<file path="config.mk">
export PLATFORM = sky130hd
export DESIGN_NAME = seven_seg_scan_n
export DESIGN_NICKNAME = d
export VERILOG_FILES = /design/src/rtl/seg_pkg.sv /design/src/rtl/hex_seg_decode.sv /design/src/rtl/seven_seg_scan_n.sv
export SDC_FILE = /design/constraint.sdc
export NUM_CORES = 1
export LEC_CHECK = 0
export ABC_CLOCK_PERIOD_IN_PS = 3200
export CAP_MARGIN = 15
export CELL_PAD_IN_SITES_DETAIL_PLACEMENT = 0
export CELL_PAD_IN_SITES_GLOBAL_PLACEMENT = 2
export CORE_ASPECT_RATIO = 0.9
export CORE_MARGIN = 2
export CORE_UTILIZATION = 31
export CTS_BUF_LIST = sky130_fd_sc_hd__clkbuf_2 sky130_fd_sc_hd__clkbuf_4 sky130_fd_sc_hd__clkbuf_8
export CTS_CLUSTER_DIAMETER = 150
export DETAILED_ROUTE_END_ITERATION = 7
export PLACE_DENSITY_LB_ADDON = 0.1
export SLEW_MARGIN = 20
export SYNTH_ARGS = -nofsm -noshare
export SYNTH_HDL_FRONTEND = slang
export SYNTH_SLANG_ARGS = --single-unit
</file>
<file path="constraint.sdc">
create_clock -name clk -period 3.2 [get_ports clk]
set_input_delay 0.48 -clock clk [delete_from_list [all_inputs] [get_ports clk]]
set_output_delay 0.48 -clock clk [all_outputs]
set_load 0.02 [all_outputs]
</file>
<file path="src/rtl/seg_pkg.sv">
// rtl/seg_pkg.sv - shared seven-segment constants and hex glyph table
package seg_pkg;

    // Bit positions inside the 8-bit seven_seg bus {a,b,c,d,e,f,g,dp}.
    localparam int SEG_A_BIT  = 7;
    localparam int SEG_B_BIT  = 6;
    localparam int SEG_C_BIT  = 5;
    localparam int SEG_D_BIT  = 4;
    localparam int SEG_E_BIT  = 3;
    localparam int SEG_F_BIT  = 2;
    localparam int SEG_G_BIT  = 1;
    localparam int SEG_DP_BIT = 0;

    // All segments and the decimal point dark (outputs are active-low).
    localparam logic [7:0] SEG_BLANK = 8'hFF;

    // Active-low {a,b,c,d,e,f,g} glyphs, indexed by nibble value.
    // Letters follow the usual mixed-case forms: A b C d E F.
    localparam logic [15:0][6:0] HEX_SEG_TABLE = {
        7'h38,  // F
        7'h30,  // E
        7'h42,  // d
        7'h31,  // C
        7'h60,  // b
        7'h08,  // A
        7'h04,  // 9
        7'h00,  // 8
        7'h0F,  // 7
        7'h20,  // 6
        7'h24,  // 5
        7'h4C,  // 4
        7'h06,  // 3
        7'h12,  // 2
        7'h4F,  // 1
        7'h01   // 0
    };

endpackage

</file>
<file path="src/rtl/hex_seg_decode.sv">
// rtl/hex_seg_decode.sv - combinational hex nibble to active-low segment glyph
// Ports:
//   nibble : in  4 - hex digit value
//   seg_n  : out 7 - {a,b,c,d,e,f,g}, 0 = segment lit
module hex_seg_decode
    import seg_pkg::*;
(
    input  logic [3:0] nibble,
    output logic [6:0] seg_n
);

    always_comb begin
        seg_n = HEX_SEG_TABLE[nibble];
    end

endmodule

</file>
<file path="src/rtl/seven_seg_scan_n.sv">
// rtl/seven_seg_scan_n.sv - N-digit multiplexed seven-segment scanner with PWM and frame capture
// Ports:
//   clk, rst    : clock, synchronous active-high reset
//   value       : in  4*DIGITS - hex nibbles, nibble i drives digit i (DIGITS-1 leftmost)
//   dp          : in  DIGITS   - decimal point per digit, 1 = lit
//   blank       : in  DIGITS   - per-digit force dark
//   lz_en       : in  1        - leading-zero suppression enable
//   bright      : in  BRIGHT_BITS - PWM duty level, all-ones = full on
//   seven_seg   : out 8        - {a,b,c,d,e,f,g,dp}, active-low
//   anode       : out DIGITS   - one-hot digit select, polarity per ANODE_ACTIVE_LOW
//   frame_start : out 1        - pulse on the first output cycle of digit DIGITS-1
module seven_seg_scan_n
    import seg_pkg::*;
#(
    parameter int DIGITS           = 4,
    parameter int DWELL_CYCLES     = 16384,
    parameter int BLANK_CYCLES     = 16,
    parameter int BRIGHT_BITS      = 3,
    parameter int ANODE_ACTIVE_LOW = 1
) (
    input  logic                   clk,
    input  logic                   rst,
    input  logic [4*DIGITS-1:0]    value,
    input  logic [DIGITS-1:0]      dp,
    input  logic [DIGITS-1:0]      blank,
    input  logic                   lz_en,
    input  logic [BRIGHT_BITS-1:0] bright,
    output logic [7:0]             seven_seg,
    output logic [DIGITS-1:0]      anode,
    output logic                   frame_start
);

    localparam int CNT_W = (DWELL_CYCLES > 1) ? $clog2(DWELL_CYCLES) : 1;
    localparam int IDX_W = (DIGITS > 1) ? $clog2(DIGITS) : 1;
    // dwell_cnt shifted left by BRIGHT_BITS never exceeds this width.
    localparam int PH_W  = CNT_W + BRIGHT_BITS;

    localparam logic [CNT_W-1:0]  DWELL_LAST = CNT_W'(DWELL_CYCLES - 1);
    localparam logic [CNT_W-1:0]  BLANK_END  = CNT_W'(BLANK_CYCLES);
    localparam logic [PH_W-1:0]   DWELL_DIV  = PH_W'(DWELL_CYCLES);
    localparam logic [IDX_W-1:0]  IDX_TOP    = IDX_W'(DIGITS - 1);
    localparam logic [DIGITS-1:0] ANODE_OFF  = {DIGITS{ANODE_ACTIVE_LOW != 0}};

    logic [CNT_W-1:0]       dwell_cnt_q, dwell_cnt_d;
    logic [IDX_W-1:0]       digit_idx_q, digit_idx_d;
    logic [4*DIGITS-1:0]    value_sh_q, value_sh_d;
    logic [DIGITS-1:0]      dp_sh_q, dp_sh_d;
    logic [DIGITS-1:0]      blank_sh_q, blank_sh_d;
    logic                   lz_sh_q, lz_sh_d;
    logic [BRIGHT_BITS-1:0] bright_sh_q, bright_sh_d;
    logic [7:0]             seven_seg_q, seven_seg_d;
    logic [DIGITS-1:0]      anode_q, anode_d;
    logic                   frame_start_q, frame_start_d;

    logic                   capture;
    logic [4*DIGITS-1:0]    eff_value;
    logic [DIGITS-1:0]      eff_dp;
    logic [DIGITS-1:0]      eff_blank;
    logic                   eff_lz;
    logic [BRIGHT_BITS-1:0] eff_bright;
    logic [DIGITS-1:0]      suppress;
    logic                   higher_zero;
    logic [3:0]             sel_nibble;
    logic                   sel_dp;
    logic                   sel_supp;
    logic [DIGITS-1:0]      anode_hot;
    logic [PH_W-1:0]        phase;
    logic                   lit;
    logic [6:0]             dec_seg;

    // Frame capture, counters and digit selection.
    always_comb begin
        // The first cycle of digit DIGITS-1 (also the state right after reset)
        // loads the shadows. That cycle's own output already uses the live
        // inputs, so the whole frame renders from one consistent snapshot.
        capture    = (digit_idx_q == IDX_TOP) && (dwell_cnt_q == '0);
        eff_value  = capture ? value  : value_sh_q;
        eff_dp     = capture ? dp     : dp_sh_q;
        eff_blank  = capture ? blank  : blank_sh_q;
        eff_lz     = capture ? lz_en  : lz_sh_q;
        eff_bright = capture ? bright : bright_sh_q;

        value_sh_d  = eff_value;
        dp_sh_d     = eff_dp;
        blank_sh_d  = eff_blank;
        lz_sh_d     = eff_lz;
        bright_sh_d = eff_bright;

        dwell_cnt_d = dwell_cnt_q + 1'b1;
        digit_idx_d = digit_idx_q;
        if (dwell_cnt_q == DWELL_LAST) begin
            dwell_cnt_d = '0;
            digit_idx_d = (digit_idx_q == '0) ? IDX_TOP : digit_idx_q - 1'b1;
        end

        // Walk from the leftmost digit down; a digit is a leading zero when
        // it and everything to its left is zero. Digit 0 always shows.
        suppress    = '0;
        higher_zero = 1'b1;
        for (int i = DIGITS - 1; i >= 0; i--) begin
            higher_zero = higher_zero & (eff_value[i*4 +: 4] == 4'h0);
            suppress[i] = eff_blank[i] | (eff_lz & higher_zero & (i != 0));
        end

        sel_nibble = 4'h0;
        sel_dp     = 1'b0;
        sel_supp   = 1'b1;
        anode_hot  = '0;
        for (int i = 0; i < DIGITS; i++) begin
            if (digit_idx_q == IDX_W'(i)) begin
                sel_nibble   = eff_value[i*4 +: 4];
                sel_dp       = eff_dp[i];
                sel_supp     = suppress[i];
                anode_hot[i] = 1'b1;
            end
        end
    end

    hex_seg_decode u_hex_seg_decode (
        .nibble (sel_nibble),
        .seg_n  (dec_seg)
    );

    // PWM gating and output pattern; segments and anode are built from the
    // same selected digit so they always register together.
    always_comb begin
        phase = {dwell_cnt_q, {BRIGHT_BITS{1'b0}}} / DWELL_DIV;
        lit   = (dwell_cnt_q >= BLANK_END) && (phase <= PH_W'(eff_bright)) && !sel_supp;

        seven_seg_d   = SEG_BLANK;
        anode_d       = ANODE_OFF;
        frame_start_d = capture;
        if (lit) begin
            seven_seg_d = {dec_seg, ~sel_dp};
            anode_d     = (ANODE_ACTIVE_LOW != 0) ? ~anode_hot : anode_hot;
        end
    end

    always_ff @(posedge clk) begin
        if (rst) begin
            dwell_cnt_q   <= '0;
            digit_idx_q   <= IDX_TOP;
            value_sh_q    <= '0;
            dp_sh_q       <= '0;
            blank_sh_q    <= '0;
            lz_sh_q       <= 1'b0;
            bright_sh_q   <= '0;
            seven_seg_q   <= SEG_BLANK;
            anode_q       <= ANODE_OFF;
            frame_start_q <= 1'b0;
        end else begin
            dwell_cnt_q   <= dwell_cnt_d;
            digit_idx_q   <= digit_idx_d;
            value_sh_q    <= value_sh_d;
            dp_sh_q       <= dp_sh_d;
            blank_sh_q    <= blank_sh_d;
            lz_sh_q       <= lz_sh_d;
            bright_sh_q   <= bright_sh_d;
            seven_seg_q   <= seven_seg_d;
            anode_q       <= anode_d;
            frame_start_q <= frame_start_d;
        end
    end

    assign seven_seg   = seven_seg_q;
    assign anode       = anode_q;
    assign frame_start = frame_start_q;

endmodule

</file>
==> impl_metrics.json <==
{
  "status": "finished, final reports clean",
  "rows": 33,
  "setup_viol": 0,
  "ant_nets": 0,
  "crit_top_cell": "ha_1",
  "dieArea_um2": 9920,
  "synth_enable_flop_cells": 0,
  "cts.htree.levels": 3,
  "ys_ff_latch": 57,
  "vias": 2191,
  "cts_made_buffers": 9,
  "critPathMaxStageDelay_ps": 370,
  "hold_violations": 0,
  "synth_most_common_cell": "dfxtp_1",
  "cp_num_buf_inv": 2,
  "leakage_uw": 0.00153,
  "worstMarginPinSlew_ps": 745,
  "critPathRequiredTime_ps": 3430,
  "antenna_found_initial": 0,
  "crit_type": "reg2reg",
  "grtUsageTotal": 0.147,
  "final_cells": 479,
  "cts.reportedPaths.clkPinSlew_ps": 70,
  "async_reset_ff_frac": 0,
  "cts_tree": "built",
  "post-route-drc-count": 0,
  "start_util": 0.315,
  "grt_max_degree": 35,
  "synth_fp_nets": 338,
  "cts_hold_buf": 0,
  "die_h_um": 94.7,
  "vdd_ir_drop_max_mv": 0.190,
  "finalPower_uw": 1810,
  "ys_dominant_reg_cell": "dfxtp_1",
  "relSlewSlack": 0.503,
  "syn_inst": 294,
  "final_max_slew_viol_count": 0,
  "clkSinkCount": 57,
  "finalWeightedCongestion": 0.781,
  "p_per_area_nw_per_um2": 489,
  "rsz0062_at_grt": "yes",
  "firstDrtPassIters": 4,
  "diodes": 0,
  "end_kind": "flip-flop",
  "max_cap_viol_count": 0,
  "synth_area_leaders": "dfxtp_1, mux2i_1, nor2_1",
  "synth.yosys.warnings": 0,
  "yosysSeqAreaShare": 0.403,
  "dr.first_iter.drc_count": 50,
  "cts_buffer_depth": 2,
  "drive_above_1_share": 0.148,
  "critPathTopFamily": "simple AND/OR/NAND/NOR gates",
  "port_buffers": 42,
  "synth_top_area_cell": "dfxtp_1",
  "wl_per_cell_um": 14.1,
  "core_um2": 9000,
  "first_global_vias": 2222,
  "area_delta_synth_final_pct": 30.5,
  "cp.arrival_ps": 3220,
  "hold_ws_ps": 462,
  "routed_wl_um": 6760,
  "dp_hpwl_um": 5020,
  "ys_types": 54,
  "cts_root_buf": "clkbuf_8",
  "rrSetupSlack_ps": 200,
  "gr-total-overflow": 0,
  "fillers": 956,
  "nets": 396,
  "viasPerCell": 4.57,
  "finalClockSkew_ps": 7.48,
  "boundaryPins": 43,
  "fin_crit_ps": 3000,
  "seq_area_um2": 1140,
  "multi_input_area_um2": 1590,
  "worstSkewPairLatency_ps": 340,
  "synthTopCellsByCount": "dfxtp_1, nor2_1, mux2i_1",
  "crit_path_start_kind": "flip-flop",
  "critPathSlowestCell": "nor4bb_4",
  "dpl.cell_count": 456,
  "syn_area_um2": 2830,
  "grt_first_pass_wirelength_um": 11400,
  "avgSynthCellArea_um2": 9.64,
  "final_cell_area_um2": 3700,
  "dieWidth_um": 105,
  "crit_path_max_fanout": 12,
  "fmax_ghz": 0.334,
  "path_cells": "ha_1 -> nor4bb_4 -> nand4_4 -> buf_4 -> mux2i_1 -> a22oi_2 -> o31ai_4 -> inv_1 -> ha_1 -> a211o_1 -> a211oi_1 -> a311oi_1 -> nand2b_1",
  "hp-class": "reg2reg",
  "yosysTopAreaCellShare": 0.403,
  "place_area_um2": 3420,
  "finalCritPeriodShare": 0.936
}
-- layout by cell type, fill, tap and decap left out, types with 10 or more instances in the layout --
cell type and instances:
nor2_1 56, dfxtp_1 56, clkdlybuf4s50_1 42, mux2i_1 28, nand2_1 18, ha_1 14, buf_4 13, inv_1 12
clkbuf_8 10
-- area by class of cell --
class,instances,area share
Clock buffer,13,0.0433
Clock inverter,3,0.0108
Inverter,15,0.0152
Multi-Input combinational cell,212,0.429
Sequential cell,57,0.309
Tap cell,122,0.0413
Timing Repair Buffer,57,0.151
-- registers in the layout, summed over array words and instances, names as in the netlist --
name,count
seven_seg,8
value_sh_q,16
blank_sh_q,4
lz_sh_q,1
dp_sh_q,4
frame_start,1
dwell_cnt_q,14
bright_sh_q,3
anode,4
digit_idx_q,2
-- routing by layer --
layer	track usage	wire, um	part of all wire	vias to the layer above
li1	-	-	-	1151
met1	0.214	3850	0.57	986
met2	0.206	2510	0.37	50
met3	0.0483	353	0.052	4
met4	0.0433	46	0.0068	0
met5	0	0	0	-
-- timing repair --
item	4_1_cts	5_1_grt
setup endpoints to repair	0	9
resized for setup	0	3
setup buffers	0	7
-- worst reg2reg max path: cells and delay by family (launching register included) --
family | cells | cell delay, ps
AND/OR/NAND/NOR | 3 | 710
AO/OA/AOI/OAI | 5 | 710
adder cells (fa/ha/maj) | 2 | 440
buffers and inverters | 2 | 370
flip-flops | 1 | 360
multiplexers | 1 | 300
-- worst paths after layout --
| path | startpoint | endpoint | depth (start not counted) |
|---|---|---|---|
| worst min-delay path | dwell_cnt_q[0] | dwell_cnt_q[0] | 1 |
| worst max-delay path | digit_idx_q[1] | seven_seg[7] | 13 |
| worst max register to register | digit_idx_q[1] | seven_seg[7] | 13 |
| worst min register to register | dwell_cnt_q[0] | dwell_cnt_q[0] | 1 |
-- stage by stage --
step	worst slack, ps	setup TNS [ps]	util
final	204	0	0.411
after global routing	-20.4	-36.8	0.411
after CTS	126	0	0.403
after detailed placement	131	0	0.380
after global placement	159	0	0.380
after floorplan	34.6	0	-
-- logic make-up after synthesis --
kind of cell             Yosys count  share of synthesized area
buffers and inverters             25                     0.0389
flip-flops                        57                      0.403
AND/OR/NAND/NOR                  110                      0.197
adder cells (fa/ha/maj)           14                     0.0618
XOR/XNOR                          12                     0.0371
AO/OA/AOI/OAI                     43                      0.135
multiplexers                      33                      0.128
-- report_power, final --
part / switching (uW) / leakage [uW] / internal, uW / total [uW]
Sequential: 19.4 / 0.000466 / 749 / 768
Combinational: 173 / 0.000955 / 178 / 351
Clock: 285 / 0.000108 / 405 / 689
Total: 477 / 0.00153 / 1330 / 1810
Note: power is estimated with default switching activity, not from simulation.
